--- config.mk ---
export PLATFORM = sky130hd
export DESIGN_NAME = bus_snoop_agent
export DESIGN_NICKNAME = d
export VERILOG_FILES = /design/src/rtl/bus_snoop_agent_pkg.sv /design/src/rtl/bus_snoop_agent_merge.sv /design/src/rtl/bus_snoop_agent.sv
export SDC_FILE = /design/constraint.sdc
export NUM_CORES = 1
export LEC_CHECK = 0
export CAP_MARGIN = 30
export CORE_ASPECT_RATIO = 2
export CORE_MARGIN = 5
export CORE_UTILIZATION = 42
export CTS_BUF_LIST = sky130_fd_sc_hd__clkbuf_8 sky130_fd_sc_hd__clkbuf_16
export CTS_CLUSTER_DIAMETER = 150
export DETAILED_ROUTE_END_ITERATION = 10
export PLACE_DENSITY = 0.82
export SLEW_MARGIN = 10
export SYNTH_ARGS = -nofsm -noshare
export SYNTH_HDL_FRONTEND = slang
export SYNTH_SLANG_ARGS = --single-unit
--- constraint.sdc ---
create_clock -name clk -period 1.8 [get_ports clk]
set_input_delay 0.18 -clock clk [delete_from_list [all_inputs] [get_ports clk]]
set_output_delay 0.18 -clock clk [all_outputs]
set_load 0.01 [all_outputs]
--- src/rtl/bus_snoop_agent_pkg.sv ---
// Shared bus-op, snoop-result and FSM encodings for the snoop agent and MESIF controller.
// Line address widths come from TAG_BITS / INDEX_BITS defines.
`ifndef TAG_BITS
`define TAG_BITS 8
`endif
`ifndef INDEX_BITS
`define INDEX_BITS 4
`endif

package bus_snoop_agent_pkg;
  localparam logic [2:0] OP_READ  = 3'd1;
  localparam logic [2:0] OP_WRITE = 3'd2;
  localparam logic [2:0] OP_INVAL = 3'd3;
  localparam logic [2:0] OP_RFO   = 3'd4;
  localparam logic [2:0] OP_NOP   = 3'd5;

  localparam logic [1:0] SNP_HIT   = 2'd0;
  localparam logic [1:0] SNP_HITM  = 2'd1;
  localparam logic [1:0] SNP_NOHIT = 2'd2;

  localparam logic [2:0] ST_IDLE    = 3'd0;
  localparam logic [2:0] ST_BCAST   = 3'd1;
  localparam logic [2:0] ST_COLLECT = 3'd2;
  localparam logic [2:0] ST_WB_WAIT = 3'd3;
  localparam logic [2:0] ST_RESPOND = 3'd4;

  // Unknown op codes collapse to NOP so downstream decode only sees legal values.
  function automatic logic [2:0] norm_op(input logic [2:0] op);
    return (op >= OP_READ && op <= OP_RFO) ? op : OP_NOP;
  endfunction
endpackage

--- src/rtl/bus_snoop_agent_merge.sv ---
// snoop_merge: priority merge of masked per-agent snoop results (hitm > hit > nohit).
module snoop_merge
  import bus_snoop_agent_pkg::*;
#(
  parameter int NUM_AGENTS = 3
) (
  input  logic [NUM_AGENTS-1:0]   mask,
  input  logic [2*NUM_AGENTS-1:0] resp,
  output logic [1:0]              result
);
  logic [NUM_AGENTS-1:0] is_hitm, is_hit;

  // Reserved code 3 and unreceived agents fall through to nohit.
  for (genvar i = 0; i < NUM_AGENTS; i++) begin : g_agent
    assign is_hitm[i] = mask[i] && (resp[2*i+:2] == SNP_HITM);
    assign is_hit[i]  = mask[i] && (resp[2*i+:2] == SNP_HIT);
  end

  always_comb begin
    result = SNP_NOHIT;
    if (|is_hitm)     result = SNP_HITM;
    else if (|is_hit) result = SNP_HIT;
  end
endmodule

--- src/rtl/bus_snoop_agent.sv ---
// Bus snoop agent: broadcasts one local bus op, merges remote snoop results, returns combined result.
// Optional SNOOP_TIMEOUT_EN forces completion after SNOOP_TIMEOUT cycles in COLLECT/WB_WAIT.
`ifndef TAG_BITS
`define TAG_BITS 8
`endif
`ifndef INDEX_BITS
`define INDEX_BITS 4
`endif

module bus_snoop_agent
  import bus_snoop_agent_pkg::*;
#(
  parameter int NUM_AGENTS    = 3,
  parameter int SNOOP_TIMEOUT = 15
) (
  input  logic                    clk,
  input  logic                    rst_n,
  input  logic                    req_valid,
  output logic                    req_ready,
  input  logic [2:0]              req_op,
  input  logic [`TAG_BITS-1:0]    req_tag,
  input  logic [`INDEX_BITS-1:0]  req_index,
  output logic                    snp_valid,
  output logic [2:0]              snp_op,
  output logic [`TAG_BITS-1:0]    snp_tag,
  output logic [`INDEX_BITS-1:0]  snp_index,
  input  logic [NUM_AGENTS-1:0]   snp_resp_valid,
  input  logic [2*NUM_AGENTS-1:0] snp_resp,
  input  logic                    wb_valid,
  output logic                    done_valid,
  output logic [1:0]              done_snoop,
  output logic                    timeout_err
);
  logic [2:0]              state, state_nxt;
  logic [NUM_AGENTS-1:0]   mask, mask_nxt;
  logic [2*NUM_AGENTS-1:0] resp_q, resp_nxt;
  logic [1:0]              result_q, result_nxt, merged;
  logic                    tmo_q, tmo_nxt;
  logic                    capture, expired;

  // WRITE broadcasts but never collects; only first response per agent counts.
  assign capture = (state == ST_BCAST && snp_op != OP_WRITE) || state == ST_COLLECT;

  always_comb begin
    mask_nxt = mask;
    resp_nxt = resp_q;
    if (capture) begin
      for (int i = 0; i < NUM_AGENTS; i++) begin
        if (snp_resp_valid[i] && !mask[i]) begin
          mask_nxt[i]       = 1'b1;
          resp_nxt[2*i+:2]  = snp_resp[2*i+:2];
        end
      end
    end
  end

  snoop_merge #(.NUM_AGENTS(NUM_AGENTS)) u_merge (
    .mask   (mask_nxt),
    .resp   (resp_nxt),
    .result (merged)
  );

`ifdef SNOOP_TIMEOUT_EN
  localparam int CW = $clog2(SNOOP_TIMEOUT + 1);
  logic [CW-1:0] cnt;

  // Counter reads k in the k-th cycle after entering COLLECT; fire one cycle early so RESPOND lands at k=SNOOP_TIMEOUT.
  assign expired = (state == ST_COLLECT || state == ST_WB_WAIT) && cnt == CW'(SNOOP_TIMEOUT - 1);

  always_ff @(posedge clk or negedge rst_n) begin
    if (!rst_n)                                         cnt <= '0;
    else if (state == ST_BCAST)                         cnt <= '0;
    else if (state == ST_COLLECT || state == ST_WB_WAIT) cnt <= cnt + 1'b1;
  end
`else
  assign expired = 1'b0;
`endif

  always_comb begin
    state_nxt  = state;
    result_nxt = result_q;
    tmo_nxt    = tmo_q;
    case (state)
      ST_IDLE: if (req_valid) begin
        tmo_nxt = 1'b0;
        if (norm_op(req_op) == OP_NOP) begin
          state_nxt  = ST_RESPOND;
          result_nxt = SNP_NOHIT;
        end else begin
          state_nxt = ST_BCAST;
        end
      end
      ST_BCAST, ST_COLLECT: begin
        if (state == ST_BCAST && snp_op == OP_WRITE) begin
          state_nxt  = ST_RESPOND;
          result_nxt = SNP_NOHIT;
        end else if (&mask_nxt) begin
          // INVALIDATE takes hitm at face value; only READ/RFO need the dirty data.
          if (merged == SNP_HITM && (snp_op == OP_READ || snp_op == OP_RFO)) begin
            state_nxt = ST_WB_WAIT;
          end else begin
            state_nxt  = ST_RESPOND;
            result_nxt = merged;
          end
        end else if (expired) begin
          state_nxt  = ST_RESPOND;
          result_nxt = merged;
          tmo_nxt    = 1'b1;
        end else begin
          state_nxt = ST_COLLECT;
        end
      end
      ST_WB_WAIT: if (wb_valid || expired) begin
        state_nxt  = ST_RESPOND;
        result_nxt = SNP_HITM;
        tmo_nxt    = !wb_valid;
      end
      default: state_nxt = ST_IDLE;
    endcase
  end

  always_ff @(posedge clk or negedge rst_n) begin
    if (!rst_n) begin
      state     <= ST_IDLE;
      mask      <= '0;
      resp_q    <= '0;
      result_q  <= SNP_NOHIT;
      tmo_q     <= 1'b0;
      snp_op    <= OP_NOP;
      snp_tag   <= '0;
      snp_index <= '0;
    end else begin
      state    <= state_nxt;
      result_q <= result_nxt;
      tmo_q    <= tmo_nxt;
      if (state == ST_RESPOND) begin
        mask   <= '0;
        resp_q <= '0;
      end else begin
        mask   <= mask_nxt;
        resp_q <= resp_nxt;
      end
      if (state == ST_IDLE && req_valid) begin
        snp_op    <= norm_op(req_op);
        snp_tag   <= req_tag;
        snp_index <= req_index;
      end
    end
  end

  assign req_ready   = (state == ST_IDLE);
  assign snp_valid   = (state == ST_BCAST);
  assign done_valid  = (state == ST_RESPOND);
  assign done_snoop  = result_q;
  assign timeout_err = (state == ST_RESPOND) && tmo_q;
endmodule

==> out/results.tsv, run 1 <==
metric	value	unit
dpl hpwl	3480	um
GRT overflow	0	
fin cells	270	
root buffer cell	clkbuf_8	
Cells after DPL	253	
min-delay worst type	in2async	
final antenna-violating net count	0	
synthesized area per cell	11.5	um2
P&R area growth vs syn	58.4	%
IO Port Bufs	48	
final cycle utilization of the critical path	1.04	
Post-synth EDFFs	0	
synthesized flop and latch total	30	
register area	757	um2
Vias/cell	5.49	
Slew @ Worst Pin	0.579	ns
cts bufs inserted	5	
starting density of the core	0.425	
Initial DRC Count	17	
die height	97.7	um
Pre-Repair DR Iteration Count	4	
CP Max Fanout	4	
hold_buf cts	0	
Worst setup SP type	register	
r2r startpoint	snp_op[2]	
final wirelength	4830	um
Placer Congestion	0.951	
sequential fraction of the synthesis area	0.467	
clk_skew	0.00458	ns
Power Dens Cells	1670	nW/um2
final setup fails	3	
DR vias	1482	
detailed-route DRC error count	0	
CP required	1.97	ns
I/O Pins	49	
Sw Ratio	0.373	
Post-synth top flop	dfrtp_1	
die width	53.9	um
die area	5260	um2
Post-synth ARST share	1.00	
Rows	32	
fraction of layout cells with a size suffix above 1	0.352	
first-pass GRT wire length	7610	um
clock share of power	0.127	
Ys Warns	0	
crit path DAT	2.05	ns
Fmax achieved	532	MHz
internal power	2.68	mW
combinational power share	0.577	
Fillers	281	
final worst setup slack	-0.0800	ns
max-slew violation total from the final report	0	
CP Capture Type	register	
relative slew slack	0.610	
WL/cell	17.9	um
# Max-Cap Violations	0	
failing checks	negative setup slack	
Min Clock Period, post-route	1.88	ns
Max Root-Sink Buffers	2	
H-Tree Depth	2	
Synth cell types	42	
final hold slack	0.300	ns
ant diodes	0	
Cells after Synth	141	
clk_lat worst skew	0.28	ns
Synth top area share	0.418	
Post-Syn Area	1620	um2
Crit. Startpoint	snp_op[2]	
most common cell after layout, fill and taps aside	clkdlybuf4s50_1	
core area	3800	um2
CTS Sinks	30	
most frequent cells in the layout	44 x clkdlybuf4s50_1, 25 x dfrtp_1, 21 x buf_4	
top cells by area, synth	dfrtp_1 42%, mux2_2 8.4%, dfstp_2 4.9%	
overall routing resource usage	0.197	
multi-input logic area	921	um2
clk slew on worst S/H paths	0.06	ns
Max VDD drop	0.926	mV
Tot Pwr	4.27	mW
LEAKAGE	1.06	nW
initial antenna violation count	0	
Sum Neg Setup Slack	-0.114	ns
Yosys top cell by area	dfrtp_1	
Final Net Count	246	
outcome	complete, but fails checks	
largest net degree at the start of global routing	31	
RSZ-0062 raised after global routing	yes	
number of global-route vias before repair	1592	
critical path type	reg2reg	
syn nets	169	
net switching power	1.59	mW
Final Hold Viols	0	
Sequential Power Share	0.296	
CTS tree	built	
-- state kept, by name, summed over array words and instances, names as in the netlist --
name and cells:
tmo_q 1, state 3, mask 3, snp_index 4, snp_op 3, snp_tag 8, done_snoop 2, resp_q 6
-- final cells by class --
type,instances,share of cell area
inverter,2,0.00293
clock buffer,6,0.0322
multi-input combinational,103,0.360
sequential,30,0.296
tap,51,0.0249
timing repair buffer,76,0.281
clock inverter,2,0.00342
-- worst max-delay path, stage by stage, from the launching register on --
cell and delay [ns]:
dfstp_2 0.37, or3b_4 0.46, a211oi_4 0.30, buf_6 0.14, nor4b_2 0.04, a22o_1 0.23, o2111a_1 0.24
-- timing repair --
item / in CTS / in global routing
setup buffers: 5 / 4
gates resized for setup: 17 / 13
cloned: 0 / 1
setup endpoints to repair: 13 / 9
pin swaps: 5 / 8
-- per-stage QoR --
| stage | instance area [um2] | setup slack [ns] | utilization |
|---|---|---|---|
| 6_report | 2560 | -0.0800 | 0.673 |
| 5_1_grt | 2560 | -0.141 | 0.673 |
| 4_1_cts | 2460 | -0.0276 | 0.647 |
| 3_5_place_dp | 2280 | -0.216 | 0.600 |
| 3_3_place_gp | 2280 | -0.158 | 0.600 |
| 2_1_floorplan | 1620 | 0.0225 | - |
-- path summary, 6_finish.rpt --
kind | endpoint | slack, ns | cells past startpoint
worst min-delay path | snp_tag[2] | 0.30 | 2
min in group clk | snp_op[0] | 0.50 | 2
worst min register to register | tmo_q | 0.50 | 1
max in group asynchronous | done_snoop[1] | 1.18 | 2
worst max-delay path | done_snoop[0] | -0.08 | 6
worst max register to register | done_snoop[0] | -0.08 | 6
-- cell usage after synthesis, types with 2 or more instances --
master / n
a31oi_1: 2
nor3b_2: 4
and4bb_2: 5
a211oi_2: 3
clkbuf_1: 2
dfstp_2: 3
and2_1: 3
a21oi_1: 4
nand3b_1: 2
nor4_1: 3
nor3b_1: 4
nand3_1: 2
or3b_1: 2
nor3_1: 3
dfrtp_1: 27
and3_1: 2
a22oi_1: 2
inv_1: 2
o21ai_0: 2
nor2_1: 16
xnor2_1: 3
a221o_1: 2
nor2b_1: 4
buf_4: 3
mux2_2: 12
mux2i_1: 6
nand4_1: 2
o22a_1: 2
-- metal layers --
metal	global-route usage	wire length (um)	share of wire
met1	0.198	1600	0.33
met2	0.339	2740	0.57
met3	0.0366	260	0.054
met4	0.136	233	0.048
met5	0	0	0
-- cells by family (layout without fill, tap and decap cells) --
| group | after synthesis | count (layout) | share of synthesized area |
|---|---|---|---|
| and+or+nand+nor | 58 | 58 | 0.246 |
| DFF | 30 | 30 | 0.467 |
| AOI/OAI and AO/OA | 23 | 24 | 0.117 |
| muxes | 18 | 18 | 0.121 |
| buffers and inverters | 9 | 86 | 0.0333 |
| xor gates and xnor gates | 3 | 3 | 0.0163 |
-- power by group through the flow --
stage | logic [mW] | clock network (mW) | registers, mW
global placement | 2.02 | 0 | 1.23
finish | 2.46 | 0.541 | 1.26
global route | 2.64 | 0.600 | 1.31
floorplan | 1.06 | 0 | 1.31
detailed placement | 2.09 | 0 | 1.26
CTS | 2.24 | 0.562 | 1.25
Note: power is estimated with default switching activity, not from simulation.
==> run 2, diff against run 1 <==
Settings changed: CORE_UTILIZATION 42 to 56, DONT_BUFFER_PORTS set to 1, PLACE_DENSITY 0.82 to 0.8.
==> run 2 against run 1 <==
  * The run still ends with negative setup slack left
  * Sequential share of layout area up 9.2 points
  * Worst setup slack better by 0.051 ns
  * Register-to-register slack better by 0.05 ns
  * Clock skew up 0.0036 ns
  * Routed wire length down 19%
  * First-iteration DRC count up 35%
  * Largest cell class unchanged
==> out/results.tsv, run 2 (same netlist as run 1, synthesis figures left out) <==
metric	value	unit	change
outcome	complete, but fails checks		unchanged
failing checks	negative setup slack		unchanged
Max Root-Sink Buffers	2		unchanged
core area	2770	um2	was 3800 um2
worst hold path startpoint	req_op[0]		
clk_skew	0.00819	ns	was 0.00458 ns
met1 Use GR	0.231		was 0.198
root buffer cell	clkbuf_8		unchanged
I/O Pins	49		unchanged
final cycle utilization of the critical path	1.02		was 1.04
starting density of the core	0.584		was 0.425
GRT overflow	0		unchanged
die width	48.0	um	was 53.9 um
Vias/cell	6.55		was 5.49
clk_lat worst skew	0.28	ns	about the same
H-Tree Depth	2		unchanged
critical path type	reg2reg		unchanged
Initial DRC Count	23		was 17
CTS Sinks	30		unchanged
worst-path cell chain	and4bb_1 -> a211oi_2 -> nor3_2 -> or3b_4 -> a31oi_1		was or3b_4 -> a211oi_4 -> buf_6 -> nor4b_2 -> a22o_1 -> o2111a_1
path depth of the worst reg2reg path	5		was 6
ant diodes	0		unchanged
GR Util met2	0.374		was 0.339
DR vias	1251		was 1482
Critical Path Stages	5		was 6
cts bufs inserted	5		unchanged
most frequent cells in the layout	24 x dfrtp_1, 16 x buf_4, 15 x nor2_1		was 44 x clkdlybuf4s50_1, 25 x dfrtp_1, 21 x buf_4
Slowest cell on crit path	dfrtp_2		was or3b_4
Min Clock Period, post-route	1.83	ns	was 1.88 ns
cell depth of the worst hold path	1		
Slew @ Worst Pin	0.411	ns	was 0.579 ns
Final Hold Viols	0		unchanged
Pre-Repair DR Iteration Count	4		unchanged
RSZ-0062 raised after global routing	yes		unchanged
final setup fails	2		was 3
fraction of layout cells with a size suffix above 1	0.426		was 0.352
final wirelength	3930	um	was 4830 um
CP top delay family	simple AND/OR/NAND/NOR gates		was compound AO/OA/AOI/OAI gates
initial antenna violation count	0		unchanged
dpl hpwl	3030	um	was 3480 um
LEAKAGE	0.812	nW	was 1.06 nW
relative slew slack	0.723		was 0.610
Tot Pwr	3.60	mW	was 4.27 mW
final worst setup slack	-0.0289	ns	was -0.0800 ns
Rows	27		was 32
final antenna-violating net count	0		unchanged
dpl ws	-0.0773	ns	was -0.216 ns
CP Capture Type	register		unchanged
die area	4130	um2	was 5260 um2
CP required	1.99	ns	was 1.97 ns
largest register by flop count	snp_tag		unchanged
worst path bufs/invs	0		was 1
first-pass GRT wire length	6490	um	was 7610 um
Worst setup SP type	register		unchanged
M3 GR Usage	0.0630		was 0.0366
fin cells	191		was 270
CTS tree	built		unchanged
Post-CTS Setup Bufs	0		was 5
crit path DAT	2.02	ns	was 2.05 ns
P&R area growth vs syn	20.9	%	was 58.4%
overall routing resource usage	0.221		was 0.197
min-delay worst type	in2reg		was in2async
Placer Congestion	0.886		was 0.951
Final Net Count	189		was 246
detailed-route DRC error count	0		unchanged
# Max-Cap Violations	0		unchanged
largest net degree at the start of global routing	31		unchanged
Regs by FF count	snp_tag x8, resp_q x6, snp_index x4		unchanged
number of global-route vias before repair	1397		was 1592
clk slew on worst S/H paths	0.06	ns	about the same
Max VDD drop	1.09	mV	was 0.926 mV
max-slew violation total from the final report	0		unchanged
r2r startpoint	state[2]		was snp_op[2]
Crit. Startpoint	state[2]		was snp_op[2]
die height	86.0	um	was 97.7 um
WL/cell	20.6	um	was 17.9 um
max reg flops	8		unchanged
CP max stage delay	0.50	ns	was 0.46 ns
Power Dens Cells	1840	nW/um2	was 1670 nW/um2
CP Max Fanout	10		was 4
Cells after DPL	181		was 253
IO Port Bufs	0		was 48
Fmax achieved	547	MHz	was 532 MHz
Top Usage Layer GRT	met2		unchanged
most common cell after layout, fill and taps aside	dfrtp_1		was clkdlybuf4s50_1
[run 2: cell count changes in the layout (fill, tap and decap cells not counted), moves of 2 or more]
cell	before	now
nor3b_4	4	1
buf_4	21	16
clkdlybuf4s50_1	44	0
dlygate4sd2_1	4	0
buf_6	6	1
nor3b_2	2	4
[run 2: repair_timing]
action / in CTS / in global routing
endpoints found under the setup margin: 9 / 11
hold buffers: 2 / 0
endpoints found under the hold margin: 30 / 0
pin swaps: 0 / 5
resized for setup: 7 / 10
[run 2: cell type report]
| type | instances | area [um2] |
|---|---|---|
| Multi-Input combinational cell | 102 | 880 |
| Inverter | 2 | 7.51 |
| Sequential cell | 30 | 758 |
| Fill cell | 186 | 816 |
| Clock buffer | 6 | 82.6 |
| Tap cell | 29 | 36.3 |
| Timing Repair Buffer | 20 | 181 |
| Clock inverter | 2 | 8.76 |
[run 2: routing by layer]
metal	wire (um)	part of all wire
met4	162	0.041
met1	1290	0.33
met2	2180	0.55
met5	0	0
met3	298	0.076
[run 2: report_power, final]
part | total [mW] | internal [mW] | switching [mW]
Sequential | 1.39 | 1.02 | 0.369
Clock | 0.544 | 0.302 | 0.242
Combinational | 1.66 | 0.852 | 0.812
[run 2: final timing paths]
kind | to | slack, ns
hold reg to reg | tmo_q | 0.49
max in group asynchronous | snp_op[0] | 1.22
setup / recovery | state[0] | -0.03
setup reg to reg | state[0] | -0.03
hold / removal | snp_op[0] | 0.05
min in group asynchronous | resp_q[4] | 0.34
[run 2: per-stage QoR]
step | area, um2 | utilization | hold WS [ns] | setup TNS (ns)
finish | 1950 | 0.706 | 0.0466 | -0.0319
global route | 1950 | 0.706 | 0.0389 | -0.221
CTS | 1910 | 0.689 | 0.0460 | -0.0433
detailed placement | 1760 | 0.635 | -0.115 | -0.240
global placement | 1760 | 0.635 | -0.115 | -0.0123
floorplan | 1620 | - | -0.116 | 0
[run 2: worst register-to-register path, stage by stage (launching register included)]
cell	delay, ns
dfrtp_2	0.50
and4bb_1	0.33
a211oi_2	0.10
nor3_2	0.23
or3b_4	0.41
a31oi_1	0.18
==> RTL change: new RTL, flow settings as in run 2 <==
The option `SNOOP_TIMEOUT_EN` is turned on by a define.
--- a/src/rtl/bus_snoop_agent.sv
+++ b/src/rtl/bus_snoop_agent.sv
@@ -1,5 +1,7 @@
 // Bus snoop agent: broadcasts one local bus op, merges remote snoop results, returns combined result.
 // Optional SNOOP_TIMEOUT_EN forces completion after SNOOP_TIMEOUT cycles in COLLECT/WB_WAIT.
+`define SNOOP_TIMEOUT_EN
+
 `ifndef TAG_BITS
 `define TAG_BITS 8
 `endif
Check against the original RTL: no difference found for any inputs over 10 cycles, from zero or initial values and one cycle with rst_n low; that may be too few to reach the edited logic, so the function may still have changed.
==> RTL change against run 2 <==
- area after synthesis increased by 7.1%
- the run still ends with negative setup slack left
- setup slack got worse by 0.22 ns
- cell area rose by 17%
- largest power group unchanged
- power up 17%
- wire length rose by 18%
- sequential power up 7%
- clock skew rose by 0.0048 ns
- largest cell class unchanged
- sequential cell count grew 4
- combinational power up 30%
- first-iteration DRC count down 30%
==> RTL change: results (changes against run 2) <==
[finish]
buf_share_pct = 12.6  ; +3.3 points
num-nonclk-buffers = 32  ; +60%
multi_input_area_um2 = 993  ; +13%
sh_seq_area_pct = 37.6  ; -1.2 points
nets = 225  ; +19%
drive_above_1_share_pct = 39.3  ; -3.3 points
nMultiInputCombCells = 118  ; +16%
fillers = 179  ; -3.8%
inverters = 4  ; +2
clock_area_share_pct = 3.95  ; -0.72 points

[setup_path]
cp_slowest_stage_delay_ns = 0.52  ; +0.02 ns
slowest_stage = or4_4
crit_fanout = 8  ; -2

[power_and_ir_drop]
p_seq_share_pct = 35.2  ; -3.4 points
power_mw = 4.22  ; +17%
clk-power_mw = 0.574  ; +5.5%
cellLeakagePower_nw = 0.974  ; +20%
ir_worst_vdd_v = 0.00129  ; +18%

[route]
wl_per_cell_um = 20.5  ; -0.37%
vias = 1424  ; +14%
wl_mm = 4.63  ; +18%

[sta]
tns_ns = -0.738  ; -0.707 ns
setup_viol = 7  ; +5
finalClockSkew_ns = 0.0130  ; +0.00477 ns
setup_ws_ns = -0.248  ; -0.219 ns

[global_routing]
grt_pass1_vias = 1570  ; +12%
grt.met3_usage_pct = 8.60  ; +2.3 points
grt_pass1_wl_mm = 7.57  ; +17%
track_usage_pct = 23.3  ; +1.2 points
use_met2_pct = 41.8  ; +4.4 points
grt_max_degree = 35  ; +13%
grtUsageMet1_pct = 21.3  ; -1.8 points

[yosys]
syn_nets = 192  ; +14%
synth_area_leaders = dfrtp_1 (45%), mux2_2 (7.8%), mux2i_1 (4.6%), dfstp_2 (4.6%), nor2_1 (3.9%)
yosysSeqAreaShare_pct = 49.3  ; +2.7 points
synth.distinct_cells = 44  ; +4.8%
ys_top_cells_by_count = dfrtp_1 (31), nor2_1 (18), mux2_2 (12)

[die]
n_tap_cell = 30  ; +3.4%

[place]
place.gp.congestion = 0.891  ; +0.59%
dp_cells = 209  ; +15%
pre_cts_slack_ns = -0.279  ; -0.201 ns
hpwl_mm = 3.34  ; +10%

[run_status]
run_status = finished with violations
violations = negative setup slack

==> RTL change: changes by cell type after synthesis, moves of 3 or more <==
cell / change
o21ai_0: +6
and4bb_2: -5
nand2_1: +5
a41oi_1: +4
dfrtp_1: +4
nor3b_2: -4
a211oi_2: -3
buf_4: -3
nand2b_1: +3
nor3_1: +3
==> RTL change: cells by family after synthesis <==
group           count (synthesis)  share of synthesized area [%]
simple gates                   61                           19.6
fa+ha+maj                       2                           1.44
flops                          34                           49.3
mux                            21                           13.1
compound gates                 30                           11.8
buf+inv                        10                           2.31
xor+xnor                        4                           2.46
==> RTL change: path summary, 6_finish.rpt <==
path                                 startpoint                        end  depth (start not counted)
hold reg to reg             resp_q[2]$_DFF_PN0_        resp_q[2]$_DFF_PN0_                          2
max in group asynchronous                 rst_n      snp_op[2]$_DFFE_PN1P_                          2
hold / removal                     req_index[3]   snp_index[3]$_DFFE_PN0P_                          1
min in group asynchronous                 rst_n         cnt[3]$_DFFE_PN0P_                          2
setup / recovery           state[0]$_DFFE_PN0P_  done_snoop[1]$_DFFE_PN1P_                          6
setup reg to reg           state[0]$_DFFE_PN0P_  done_snoop[1]$_DFFE_PN1P_                          6
==> RTL change: critical path, delay by kind of cell, from the launching register on <==
kind | cells | cell delay (ns)
buffers and inverters | 2 | 0.33
DFF | 1 | 0.48
muxes | 1 | 0.32
and+or+nand+nor | 3 | 0.86
==> RTL change: layer usage <==
metal / wire (um) / part of all wire [%]
met1: 1470 / 32
met4: 219 / 4.7
met2: 2650 / 57
met3: 293 / 6.3
met5: 0 / 0
==> RTL change: what timing repair did <==
action,CTS,global route
resized for setup,10,23
setup buffers,2,6
pin swaps,3,3
hold buffers,2,0
endpoints found under the setup margin,6,25
hold endpoints to repair,34,0
